===== config.mk =====
export PLATFORM = sky130hd
export DESIGN_NAME = weight_bias_fetch
export DESIGN_NICKNAME = d
export VERILOG_FILES = /design/src/rtl/weight_bias_fetch.sv
export SDC_FILE = /design/constraint.sdc
export NUM_CORES = 1
export LEC_CHECK = 0
export ABC_CLOCK_PERIOD_IN_PS = 5600
export CAP_MARGIN = 40
export CORE_MARGIN = 2
export CORE_UTILIZATION = 48
export CTS_CLUSTER_DIAMETER = 40
export DETAILED_ROUTE_END_ITERATION = 12
export GPL_TIMING_DRIVEN = 0
export PLACE_DENSITY = 0.83
export SYNTH_ARGS = -nofsm -noshare
export SYNTH_HDL_FRONTEND = slang
export SYNTH_SLANG_ARGS = --single-unit

===== constraint.sdc =====
create_clock -name clk -period 5.6 [get_ports clk]
set_clock_uncertainty 0.15 [all_clocks]
set_input_delay 1.12 -clock clk [delete_from_list [all_inputs] [get_ports clk]]
set_output_delay 1.12 -clock clk [all_outputs]
set_load 0.005 [all_outputs]

===== src/rtl/weight_bias_fetch.sv =====
// Weight/bias fetch unit: per request, reads one bias and fan_in weights from
// synchronous ROMs and streams them to the MAC. Optional WBF_BOUND_CHECK_EN adds oob.
module weight_bias_fetch #(
  parameter int DW      = 16,
  parameter int WAW     = 14,
  parameter int BAW     = 8,
  parameter int RD_LAT  = 1
`ifdef WBF_BOUND_CHECK_EN
  ,
  parameter int W_DEPTH = 2**WAW,
  parameter int B_DEPTH = 2**BAW
`endif
) (
  input  logic           clk,
  input  logic           rst_n,
  input  logic           start,
  input  logic           weight_en,
  input  logic [9:0]     fan_in,
  output logic           w_rd_en,
  output logic [WAW-1:0] w_addr,
  input  logic [DW-1:0]  w_rdata,
  output logic           b_rd_en,
  output logic [BAW-1:0] b_addr,
  input  logic [DW-1:0]  b_rdata,
  output logic [DW-1:0]  w_out,
  output logic           w_valid,
  output logic           w_last,
  output logic [DW-1:0]  b_out,
  output logic           b_valid,
  output logic           busy,
  output logic           done,
  output logic           overrun
`ifdef WBF_BOUND_CHECK_EN
  ,
  output logic           oob
`endif
);

  typedef enum logic [1:0] {IDLE, ISSUE, DRAIN, DONE} state_t;

  state_t         state, state_nxt;
  logic [9:0]     cnt, cnt_nxt;
  logic [1:0]     drain_cnt, drain_nxt;
  logic [WAW-1:0] w_ptr;
  logic [BAW-1:0] b_ptr;
  logic           weight_en_q;
  logic           req;
  logic           b_first;
  logic           last_issue;
  logic           vld_p1, vld_p2, last_p1, last_p2, bvld_p1, bvld_p2;
  logic [DW-1:0]  b_hold;

  assign req    = weight_en & ~weight_en_q;
  assign w_addr = w_ptr;
  assign b_addr = b_ptr;

  always_comb begin
    state_nxt  = state;
    cnt_nxt    = cnt;
    drain_nxt  = drain_cnt;
    w_rd_en    = 1'b0;
    b_rd_en    = 1'b0;
    busy       = 1'b0;
    done       = 1'b0;
    last_issue = 1'b0;
    case (state)
      IDLE: begin
        if (req) begin
          cnt_nxt   = fan_in;
          state_nxt = ISSUE;
        end
      end
      ISSUE: begin
        busy    = 1'b1;
        b_rd_en = b_first;
        if (cnt != 10'd0) begin
          w_rd_en    = 1'b1;
          last_issue = (cnt == 10'd1);
          cnt_nxt    = cnt - 10'd1;
        end
        // fan_in of 0 falls through after the bias read alone
        if (cnt <= 10'd1) begin
          state_nxt = DRAIN;
          drain_nxt = 2'(RD_LAT - 1);
        end
      end
      DRAIN: begin
        busy = 1'b1;
        if (drain_cnt == 2'd0) state_nxt = DONE;
        else                   drain_nxt = drain_cnt - 2'd1;
      end
      DONE: begin
        done      = 1'b1;
        state_nxt = IDLE;
      end
      default: state_nxt = IDLE;
    endcase
  end

  always_ff @(posedge clk or negedge rst_n) begin
    if (!rst_n) begin
      state       <= IDLE;
      cnt         <= '0;
      drain_cnt   <= '0;
      w_ptr       <= '0;
      b_ptr       <= '0;
      weight_en_q <= 1'b0;
      b_first     <= 1'b0;
      overrun     <= 1'b0;
      vld_p1      <= 1'b0;
      vld_p2      <= 1'b0;
      last_p1     <= 1'b0;
      last_p2     <= 1'b0;
      bvld_p1     <= 1'b0;
      bvld_p2     <= 1'b0;
      b_hold      <= '0;
    end else if (start) begin
      state       <= IDLE;
      w_ptr       <= '0;
      b_ptr       <= '0;
      weight_en_q <= weight_en;
      b_first     <= 1'b0;
      overrun     <= 1'b0;
      vld_p1      <= 1'b0;
      vld_p2      <= 1'b0;
      last_p1     <= 1'b0;
      last_p2     <= 1'b0;
      bvld_p1     <= 1'b0;
      bvld_p2     <= 1'b0;
    end else begin
      state       <= state_nxt;
      cnt         <= cnt_nxt;
      drain_cnt   <= drain_nxt;
      weight_en_q <= weight_en;
      b_first     <= (state == IDLE) && req;
      if (w_rd_en) w_ptr <= w_ptr + 1'b1;
      if (done)    b_ptr <= b_ptr + 1'b1;
      if (req && (state != IDLE)) overrun <= 1'b1;
      // stage 1/2: read-latency valid pipeline
      vld_p1  <= w_rd_en;
      vld_p2  <= vld_p1;
      last_p1 <= last_issue;
      last_p2 <= last_p1;
      bvld_p1 <= b_rd_en;
      bvld_p2 <= bvld_p1;
      if (b_valid) b_hold <= b_rdata;
    end
  end

  // output stage: ROM data passes straight through on the matching valid beat
  assign w_valid = (RD_LAT == 1) ? vld_p1  : vld_p2;
  assign w_last  = (RD_LAT == 1) ? last_p1 : last_p2;
  assign b_valid = (RD_LAT == 1) ? bvld_p1 : bvld_p2;
  assign w_out   = w_valid ? w_rdata : '0;
  assign b_out   = b_valid ? b_rdata : b_hold;

`ifdef WBF_BOUND_CHECK_EN
  logic oob_q, oob_hit;
  assign oob_hit = (w_rd_en && (32'(w_ptr) >= $unsigned(W_DEPTH))) ||
                   (b_rd_en && (32'(b_ptr) >= $unsigned(B_DEPTH)));
  assign oob     = oob_q | oob_hit;

  always_ff @(posedge clk or negedge rst_n) begin
    if (!rst_n)       oob_q <= 1'b0;
    else if (start)   oob_q <= 1'b0;
    else if (oob_hit) oob_q <= 1'b1;
  end
`endif

endmodule

==> run summary, run 1 <==
run status -> complete, no violations
CTS Buf Count -> 9
clk_lat worst skew -> 0.34 ns
die area -> 0.007495 sq mm
RSZ-0062 raised after global routing -> false
Max Cap Viol -> 0
1st-iter DRT viols -> 208
final slew viol count -> 0
DRC viols -> 0
Reg area -> 0.001451 sq mm
Top FF cell, synth -> dfrtp_1
DP Area -> 0.004449 sq mm
met3 WL post-DR -> 527 microns
global-route wire length before repair -> 13.20 mm
footprint of the multi-input gates -> 0.001688 sq mm
HPWL Detailed -> 5.909 mm
drt pass-1 iters -> 4
DR vias -> 2903
Required @ worst endpoint -> 4.33 ns
Crit Path Class -> flip-flop to primary output
# resized after CTS -> 0
max_slew headroom -> 59.69%
ant diodes -> 0
Worst Hold Class -> flip-flop to flip-flop
CTS tree -> done
clk buf depth -> 2
layout cell share with drive strength beyond 1 -> 15.00%
endpoints failing hold -> 0
Syn-to-layout area delta -> 42.16%
initial core utilization -> 48.99%
# rows -> 30
buffer count from post-CTS setup fixing -> 0
clk sinks -> 58
wire length per cell -> 15.48 microns
Root Buffer -> clkbuf_8
delay-heaviest family, CP -> buffers and inverters
# IOs -> 108
slew of the pin with the lowest slew margin -> 0.6046 ns
CTS H-tree depth -> 3
worst vdd ir -> 0.2353 mV
YS warnings -> 0
Layout Utilization -> 69.64%
antenna violations before repair -> 0
final net count -> 493
worst-path fanout max -> 6
Mapped Nets -> 375
total grt overflow -> 0
Reg clk slew, reported paths -> 0.06 ns
Fmax -> 264.6 MHz
P_leak -> 1.938 nW
Synth Area per Inst -> 10.29 sq um
post-synthesis sequential area ratio -> 44.34%
Final Setup Violations -> 0
Die Y -> 86.58 microns
Total Routing Usage GR -> 22.35%
DR vias/cell -> 5.583
Design Area, Final -> 0.004653 sq mm
Reg2Reg Depth -> 6
gpl congestion -> 0.9255
Crit-path slowest cell -> or3b_2
largest net degree at the start of global routing -> 37
die width -> 86.58 microns
DR WL met2 -> 4.093 mm
DRT met1 WL -> 3.298 mm
CP dominant cell by count -> inv_1
Final Cycle Share -> 67.49%
CP arrival -> 2.51 ns
Power, Total -> 0.001581 W
Setup crit end kind -> primary output
Buf/Inv on CP -> 3
post-synthesis sequential element count -> 58
Detail Route Antenna Nets -> 0
Netlist cell types -> 50
I/O Buffers -> 106
Final min period -> 3.780 ns
vias in the first global route -> 2725
hold path depth -> 1
max incr delay on CP -> 0.53 ns
cell count after synthesis -> 318
core box area -> 0.006681 sq mm
DR top layer -> met4
ys async rst share -> 100.0%
final wirelength -> 8.049 mm
Cell Chain, Critical Path -> inv_1 > ha_1 > or3b_2 > o31ai_4 > inv_1 > clkdlybuf4s50_1
PwrDens -> 339.7 mW/mm^2
hold_buf cts -> 0
Setup TNS -> 0 ns
crit start category -> flip-flop
synthesized area -> 0.003273 sq mm
CP Depth -> 6
Post-synth EDFFs -> 0
fill count -> 500
==> final cells by class <==
type | count | share of cell area [%]
clock inverter | 2 | 0.7529
tap | 80 | 2.151
inverter | 12 | 0.9680
timing repair buffer | 107 | 23.12
clock buffer | 13 | 3.630
buffer | 16 | 1.909
multi-input combinational | 232 | 36.27
sequential | 58 | 31.19
==> layer usage <==
layer	GRT usage [%]	vias to the layer above
met5	0	-
met4	8.097	0
met3	5.810	11
met2	37.76	105
met1	27.62	1401
li1	-	1386
==> logic make-up (layout without fill, tap and decap cells) <==
kind of cell               after synthesis  count (layout)  share of synthesized area (%)
buffers and inverters                   28             150                          4.090
and+or+nand+nor                        114             114                          20.03
muxes                                   39              39                          13.19
xor gates and xnor gates                 7               7                          1.873
AOI/OAI and AO/OA                       61              61                          12.27
adders and majority gates               11              11                          4.205
DFF                                     58              58                          44.34
==> report_power, final <==
part,internal [W],switching (W),total (W)
registers,0.000496,0.0000776,0.000574
clock network,0.000239,0.000164,0.000403
logic,0.000309,0.000295,0.000604
==> synth_stat cells, types with 2 or more instances <==
| library cell | count | share of area (%) |
|---|---|---|
| nand3_1 | 13 | 2.0 |
| inv_1 | 12 | 1.4 |
| nand2_1 | 11 | 1.3 |
| or2_2 | 3 | 0.57 |
| buf_6 | 2 | 0.69 |
| nor3b_1 | 2 | 0.46 |
| nor3_1 | 6 | 0.92 |
| nand2b_1 | 4 | 0.76 |
| o21ai_0 | 18 | 2.8 |
| and4_1 | 3 | 0.80 |
| and3_1 | 2 | 0.38 |
| nor4_1 | 2 | 0.38 |
| a22oi_1 | 2 | 0.46 |
| mux2_2 | 33 | 11 |
| xor2_1 | 6 | 1.6 |
| o21ai_1 | 4 | 0.61 |
| dfrtp_1 | 58 | 44 |
| clkbuf_1 | 10 | 1.1 |
| mux2i_1 | 6 | 1.8 |
| ha_1 | 11 | 4.2 |
| a21oi_1 | 19 | 2.9 |
| or3b_2 | 2 | 0.54 |
| or3_1 | 12 | 2.3 |
| and2_1 | 19 | 3.6 |
| a31oi_1 | 4 | 0.76 |
| a311oi_1 | 2 | 0.54 |
| nor2_1 | 19 | 2.2 |
| nand4_1 | 11 | 2.1 |
==> layout by cell type (no fill, tap or decap), types with 3 or more instances in the layout <==
| cell type | count |
|---|---|
| nand3_1 | 13 |
| nor2_1 | 19 |
| and4_1 | 3 |
| clkbuf_8 | 12 |
| dfrtp_1 | 58 |
| xor2_1 | 6 |
| mux2i_1 | 6 |
| nand2_1 | 11 |
| mux2_2 | 33 |
| nand4_1 | 11 |
| o21ai_1 | 4 |
| a31oi_1 | 4 |
| clkbuf_1 | 11 |
| and2_1 | 19 |
| a21oi_1 | 19 |
| o21ai_0 | 18 |
| or3_1 | 12 |
| ha_1 | 11 |
| nand2b_1 | 4 |
| inv_1 | 12 |
| or2_2 | 3 |
| clkdlybuf4s50_1 | 105 |
| nor3_1 | 6 |
==> stage by stage <==
stage	hold slack, ns	instances	setup slack, ns
6_report	0.3529	520	1.820
3_5_place_dp	0.3432	505	2.059
3_3_place_gp	0.3346	504	1.376
4_1_cts	0.3583	520	1.783
2_1_floorplan	0.3266	318	2.788
5_1_grt	0.3760	520	1.654
==> worst register-to-register path: cells and delay by family, from the launching register on <==
family / cells / cell delay [ns]
compound gates: 1 / 0.25
fa+ha+maj: 1 / 0.32
buf+inv: 2 / 0.61
flops: 1 / 0.42
simple gates: 2 / 0.70
==> sequential cells by signal (all words and copies together) (netlist names) <==
| signal | count |
|---|---|
| drain_cnt | 2 |
| w_valid | 1 |
| overrun | 1 |
| weight_en_q | 1 |
| cnt | 10 |
| w_last | 1 |
| state | 2 |
| b_first | 1 |
| b_addr | 8 |
| w_addr | 14 |
| b_valid | 1 |
| b_hold | 16 |
==> final timing paths <==
path                                         from                      to  slack, ns
setup / recovery               cnt[0]$_DFFE_PN0P_                 w_rd_en       1.82
setup reg to reg             state[1]$_DFFE_PN0P_      cnt[6]$_DFFE_PN0P_       3.04
min in group asynchronous                   rst_n   b_hold[1]$_DFFE_PN0N_       0.61
hold reg to reg            b_hold[11]$_DFFE_PN0N_  b_hold[11]$_DFFE_PN0N_       0.35
max in group asynchronous                   rst_n       b_first$_DFF_PN0_       4.11
hold / removal             b_hold[11]$_DFFE_PN0N_  b_hold[11]$_DFFE_PN0N_       0.35
No activity file was read; power rests on OpenSTA's default activity.
==> run 2: changes to the inputs <==
Settings changed: ABC_CLOCK_PERIOD_IN_PS 5600 to 3700, CORE_UTILIZATION 48 to 46, PLACE_DENSITY 0.83 to 0.8.
Clock period 5.6 ns to 3.7 ns, I/O delays scaled along.
==> run summary, run 2 (synthesis results as in run 1) <==
DR vias -> 2874
CP dominant cell by count -> inv_1
Crit-path slowest cell -> or3b_2
final wirelength -> 8.135 mm
worst-path fanout max -> 6
Cell Chain, Critical Path -> inv_1 > ha_1 > or3b_2 > o31ai_4 > inv_1 > clkdlybuf4s50_1
Die Y -> 88.36 microns
global-route wire length before repair -> 13.08 mm
CTS H-tree depth -> 3
final net count -> 493
reg2reg setup slack -> 1.20 ns
Worst Hold Class -> input port to async pin
P_leak -> 1.942 nW
ant diodes -> 0
Crit Path Class -> flip-flop to primary output
Final Cycle Share -> 92.00%
slew of the pin with the lowest slew margin -> 0.5766 ns
total grt overflow -> 0
# rows -> 30
hold_buf cts -> 0
Largest register FFs -> 16
Setup TNS -> 0 ns
max incr delay on CP -> 0.53 ns
Total Routing Usage GR -> 21.67%
Reg clk slew, reported paths -> 0.07 ns
Syn-to-layout area delta -> 43.23%
clk_lat worst skew -> 0.33 ns
largest net degree at the start of global routing -> 36
run status -> complete, no violations
Final WS setup -> 0.2962 ns
clk buf depth -> 2
die width -> 88.36 microns
drt pass-1 iters -> 5
CTS tree -> done
Critical R2R Launch -> state[1]$_DFFE_PN0P_
DR vias/cell -> 5.352
Critical Path Start -> cnt[0]$_DFFE_PN0P_
Final min period -> 3.404 ns
Root Buffer -> clkbuf_8
clk sinks -> 58
vias in the first global route -> 2801
layout cell share with drive strength beyond 1 -> 15.19%
CTS Buf Count -> 9
largest reg by FF count -> b_hold
initial core utilization -> 47.91%
DRC viols -> 0
1st-iter DRT viols -> 201
Setup crit end kind -> primary output
endpoints failing hold -> 0
crit path to -> w_rd_en
HPWL Detailed -> 6.166 mm
max_slew headroom -> 61.56%
buffer count from post-CTS setup fixing -> 0
CP arrival -> 2.51 ns
Final Setup Violations -> 0
# resized after CTS -> 0
Fmax -> 293.8 MHz
core box area -> 0.006832 sq mm
die area -> 0.007807 sq mm
PwrDens -> 519.7 mW/mm^2
wire length per cell -> 15.15 microns
Required @ worst endpoint -> 2.81 ns
Detail Route Antenna Nets -> 0
fill count -> 559
most frequent cells in the layout -> clkdlybuf4s50_1, dfrtp_1, mux2_2
final slew viol count -> 0
pre-CTS WS -> 0.6765 ns
worst vdd ir -> 0.2944 mV
# IOs -> 108
reg-to-reg endpoint -> cnt[6]$_DFFE_PN0P_
crit start category -> flip-flop
I/O Buffers -> 106
commonest non-fill, non-tap cell in the layout -> clkdlybuf4s50_1
antenna violations before repair -> 0
gpl congestion -> 0.8874
RSZ-0062 raised after global routing -> false
Max Cap Viol -> 0
Reg2Reg Depth -> 6
run 2: changes by cell type in the layout (fill, tap and decap cells not counted):
| cell | previous run | this run |
|---|---|---|
| clkbuf_8 | 12 | 10 |
| clkinv_2 | 1 | 2 |
| clkinvlp_4 | 0 | 1 |
| bufinv_16 | 1 | 2 |
run 2: power by group:
group          switching [W]  internal [W]  total, W
sequential          0.000115      0.000750  0.000865
clock               0.000262      0.000396  0.000657
combinational       0.000446      0.000468  0.000914
run 2: worst min-delay path by stage:
stage	depth (start not counted)	to	slack, ns	from
3_5_place_dp	1	b_hold[8]$_DFFE_PN0N_	0.34	b_hold[8]$_DFFE_PN0N_
5_1_grt	1	b_hold[1]$_DFFE_PN0N_	0.27	rst_n
4_1_cts	1	b_hold[1]$_DFFE_PN0N_	0.25	rst_n
2_1_floorplan	0	b_addr[0]$_DFFE_PN0P_	0.29	rst_n
6_report	1	b_hold[1]$_DFFE_PN0N_	0.23	rst_n
3_3_place_gp	2	overrun$_DFFE_PN0P_	0.33	overrun$_DFFE_PN0P_
run 2: area by class of cell:
cell class                 instances  area (sq um)  area share [%]
tap                               96         120.1           2.562
multi-input combinational        232          1688           36.00
sequential                        58          1451           30.96
buffer                            16         88.84           1.895
timing repair buffer             107          1076           22.95
inverter                          12         45.04          0.9608
clock inverter                     5         77.57           1.655
clock buffer                      11         141.4           3.016
run 2: critical path: cells and delay by family (launching register included):
family          cells  cell delay [ns]
compound gates      1             0.32
fa+ha+maj           1             0.22
buf+inv             3             0.66
flops               1             0.44
simple gates        1             0.53
run 2: layer usage:
metal  track usage (%)  part of all wire (%)  vias to the layer above
met2             37.73                    51                       92
met1             26.07                    41                     1375
li1                  -                     -                     1396
met3             4.104                   6.4                       11
met4             9.642                   1.6                        0
met5                 0                     0                        -
run 2: per-stage QoR:
step                      std cells  hold WS (ns)  area, sq um  total power [W]  util [%]
after global placement          520        0.3348         4454         0.001756     65.20
after detailed placement        521        0.3418         4469         0.001788     65.42
final                           537        0.2320         4688         0.002436     68.63
after floorplan                 318        0.2944         3273         0.001416         -
after CTS                       537        0.2502         4688         0.002445     68.63
after global routing            537        0.2688         4688         0.002595     68.63
==> run 3: changes to the inputs <==
Settings changed: CORE_UTILIZATION 46 to 45, PLACE_DENSITY 0.8 to 0.77.
==> run summary, run 3 (synthesis results as in run 1) <==
DR vias/cell -> 5.364
1st-iter DRT viols -> 138
final net count -> 493
buffer count from post-CTS setup fixing -> 0
fill count -> 610
wire length per cell -> 15.00 microns
PwrDens -> 510.1 mW/mm^2
Setup crit end kind -> primary output
CP arrival -> 2.54 ns
largest net degree at the start of global routing -> 38
# resized after CTS -> 0
Final Setup Violations -> 0
Die Y -> 89.29 microns
gpl congestion -> 0.9160
Reg clk slew, reported paths -> 0.06 ns
Largest register FFs -> 16
hold_buf cts -> 0
Final min period -> 3.435 ns
Fmax -> 291.1 MHz
Root Buffer -> clkbuf_8
max_slew headroom -> 61.82%
Setup TNS -> 0 ns
Max Cap Viol -> 0
# rows -> 31
run status -> complete, no violations
total grt overflow -> 0
die width -> 89.29 microns
HPWL Detailed -> 6.197 mm
Detail Route Antenna Nets -> 0
most frequent cells in the layout -> clkdlybuf4s50_1, dfrtp_1, mux2_2
Required @ worst endpoint -> 2.81 ns
Design Area, Final -> 0.004677 sq mm
I/O Buffers -> 106
layout cell share with drive strength beyond 1 -> 15.00%
Crit Path Class -> flip-flop to primary output
core box area -> 0.007137 sq mm
slew of the pin with the lowest slew margin -> 0.5728 ns
clk sinks -> 58
clk_lat worst skew -> 0.34 ns
CTS Buf Count -> 9
DP Area -> 0.004473 sq mm
# IOs -> 108
Layout Utilization -> 65.53%
worst vdd ir -> 0.3108 mV
largest reg by FF count -> b_hold
P_leak -> 1.938 nW
Syn-to-layout area delta -> 42.89%
RSZ-0062 raised after global routing -> false
Total Routing Usage GR -> 21.07%
worst-path fanout max -> 6
endpoints failing hold -> 0
Final Cycle Share -> 92.84%
ant diodes -> 0
CTS tree -> done
antenna violations before repair -> 0
reg2reg setup slack -> 1.14 ns
global-route wire length before repair -> 12.78 mm
die area -> 0.007972 sq mm
Reg2Reg Depth -> 6
vias in the first global route -> 2648
drt pass-1 iters -> 4
Worst Hold Class -> input port to async pin
crit start category -> flip-flop
clk buf depth -> 2
CTS H-tree depth -> 3
commonest non-fill, non-tap cell in the layout -> clkdlybuf4s50_1
final wirelength -> 8.087 mm
DR vias -> 2891
final slew viol count -> 0
DRC viols -> 0
worst hold margin -> 0.2311 ns
initial core utilization -> 45.86%
-- run 3: changes by cell type in the layout (fill, tap and decap cells not counted) --
cell,change
bufinv_16,-1
clkinv_2,-1
clkinvlp_4,-1
clkbuf_8,+2
-- run 3: path summary, 6_finish.rpt --
kind	to	start
max	w_rd_en	cnt[0]$_DFFE_PN0P_
min	b_hold[1]$_DFFE_PN0N_	rst_n
max reg2reg	cnt[6]$_DFFE_PN0P_	state[1]$_DFFE_PN0P_
min reg2reg	b_hold[11]$_DFFE_PN0N_	b_hold[11]$_DFFE_PN0N_
max in group asynchronous	b_first$_DFF_PN0_	rst_n
min in group clk	b_hold[11]$_DFFE_PN0N_	b_hold[11]$_DFFE_PN0N_
-- run 3: metrics by stage --
stage / std cells / power [W] / worst slack [ns]
floorplan: 318 / 0.001416 / 1.268
global placement: 523 / 0.001757 / -0.1579
detailed placement: 524 / 0.001790 / 0.6746
CTS: 539 / 0.002399 / 0.2822
global route: 539 / 0.002550 / 0.1335
finish: 539 / 0.002386 / 0.2650
-- run 3: power by group --
part	internal [W]	switching, W
clock network	0.000362	0.000241
logic	0.000469	0.000450
registers	0.000751	0.000113
total	0.00158	0.000804
-- run 3: area by class of cell --
type	instances	area, sq um	share of cell area [%]
plain buffers	16	88.84	1.899
clock buffers	13	168.9	3.612
clock inverters	2	35.03	0.7491
inverters	12	45.04	0.9631
multi-input cells	232	1688	36.09
flip-flops and latches	58	1451	31.03
well taps	99	123.9	2.648
repair buffers	107	1076	23.01
-- run 3: critical path, cell delays in order (launching register included) --
cell and delay [ns]:
dfrtp_1 0.44, inv_1 0.14, ha_1 0.24, or3b_2 0.53
o31ai_4 0.34, inv_1 0.07, clkdlybuf4s50_1 0.46
-- run 3: routing by layer --
metal  wire length [microns]  up-vias  GRT usage [%]
met1                    3319     1375          27.28
li1                        -     1394              -
met3                     576       15          5.078
met5                       0        -              0
met4                     187        0          8.955
met2                    4003      107          33.87
==> edit (flow settings as in run 1) <==
Add an input register stage for `w_rdata`, without a reset; this delays it by one clock. The other inputs are not delayed to match.
--- a/src/rtl/weight_bias_fetch.sv
+++ b/src/rtl/weight_bias_fetch.sv
@@ -38,4 +38,10 @@
 
   typedef enum logic [1:0] {IDLE, ISSUE, DRAIN, DONE} state_t;
+
+  logic [DW-1:0] w_rdata_q;
+
+  always_ff @(posedge clk) begin
+    w_rdata_q <= w_rdata;
+  end
 
   state_t         state, state_nxt;
@@ -152,5 +158,5 @@
   assign w_last  = (RD_LAT == 1) ? last_p1 : last_p2;
   assign b_valid = (RD_LAT == 1) ? bvld_p1 : bvld_p2;
-  assign w_out   = w_valid ? w_rdata : '0;
+  assign w_out   = w_valid ? w_rdata_q : '0;
   assign b_out   = b_valid ? b_rdata : b_hold;
 
Check against the original RTL: not equivalent (Yosys sat finds a counterexample within 4 cycles, from zero or initial values and one cycle with rst_n low).
==> edit against run 1 <==
Synthesized area rose by 9.3%; sequential cell count is 16 higher; routed wire length increased by 6.8%; non-clock buffer count increased by 3; setup slack worse by 240 ps; combinational power up 13%; cell area rose by 6.6%; total power increased by 11%.
==> edit: results (changes against run 1) <==
Status: completed (unchanged)
Top cells by area, synth: dfrtp_1 41%, mux2_2 11%, dfxtp_1 9.0% (was dfrtp_1 44%, mux2_2 11%, ha_1 4.2%)
Largest net degree at the start of global routing: 39 (was 37)
RePlAce Congestion: 0.868 (was 0.926)
Post-synthesis sequential area ratio: 49.5% (was 44.3%)
Asr flop ratio synth: 78.4% (was 100%)
Post-synthesis compound-gate area fraction: 10.9% (was 12.3%)
VDD IR-drop max: 0.000207 V (was 0.000235 V)
R2r setup slk: 3030 ps (was 3040 ps)
Leak pwr: 2.08 nW (was 1.94 nW)
Hold Crit Endpoint: overrun (was b_hold[11])
Synth Area in XOR/XNOR: 1.96% (was 1.87%)
Top-area cell type share of the netlist area: 40.6% (was 44.3%)
DPL Wire Length: 6380 um (was 5910 um)
Final Non-Filler Cells: 554 (was 520)
# placed instances: 538 (was 505)
Max transition margin: 57.2% (was 59.7%)
NumNets Final: 507 (was 493)
Mean area per synthesized cell: 10.8 um2 (was 10.3 um2)
Worst r2r path cells: 7 (was 6)
Hold Crit Start: overrun (was b_hold[11])
DRT iter0 DRCs: 130 (was 208)
Port Buffers: 107 (was 106)
Syn nets: 388 (was 375)
Fill count: 559 (was 500)
Wire length of the first global-routing pass: 14,000 um (was 13,200 um)
Mux cell area share after synthesis: 13.1% (was 13.2%)
CP max stage cell: clkdlybuf4s50_1 (was or3b_2)
Vias in the first global route: 2,845 (was 2,725)
WP data arrival: 2750 ps (was 2510 ps)
Capturing point of the worst reg2reg path: cnt[7] (was cnt[6])
Vias after detailed routing: 2,972 (was 2,903)
Adder-cell area share of the yosys netlist: 3.85% (was 4.20%)
Total track usage: 21.3% (was 22.3%)
Worst Path Max Fanout: 10 (was 6)
==> edit: how the worst max path moves through the flow <==
stage / from / endpoint / slack, ps / cells past startpoint
3_3_place_gp: rst_n / w_valid / 1480 / 1
2_1_floorplan: cnt[4] / w_rd_en / 2760 / 5
3_5_place_dp: state[1] / b_rd_en / 1950 / 6
6_report: state[1] / b_rd_en / 1580 / 6
4_1_cts: state[1] / b_rd_en / 1560 / 6
5_1_grt: state[1] / b_rd_en / 1440 / 6
==> edit: cell families after synthesis <==
family / count (synthesis)
simple gates: 111
flops: 74
compound gates: 54
mux: 42
buf+inv: 31
fa+ha+maj: 11
xor+xnor: 8
==> edit: final cells by class <==
cell class / count / area, um2 / area share [%]
Sequential cell: 74 / 1770 / 35.7
Multi-Input combinational cell: 226 / 1680 / 33.8
Timing Repair Buffer: 108 / 1090 / 21.9
Clock buffer: 11 / 141 / 2.85
Tap cell: 99 / 124 / 2.50
Buffer: 18 / 82.6 / 1.66
Inverter: 13 / 48.8 / 0.984
Clock inverter: 5 / 30.0 / 0.605
==> edit: per-layer routing <==
metal  global-route usage, %  wire length (um)
met5                       0                 0
met4                    7.69               111
met3                    4.34               443
met2                    36.4              4330
met1                    26.8              3710
==> edit: power breakdown <==
part | switching (mW) | internal [mW]
Sequential | 0.0794 | 0.621
Clock | 0.195 | 0.171
Combinational | 0.328 | 0.352
==> edit: metrics by stage <==
stage               hold WS (ps)  worst slack, ps  area, um2
global placement             335             1480       4770
finish                       348             1580       4960
global route                 376             1440       4960
detailed placement           339             1950       4790
CTS                          355             1560       4960
floorplan                    322             2760       3580
==> edit: critical path: cells and delay by family (launching register included) <==
kind | cells | cell delay [ps]
buf+inv | 4 | 1570
flops | 1 | 430
simple gates | 1 | 250
fa+ha+maj | 1 | 150
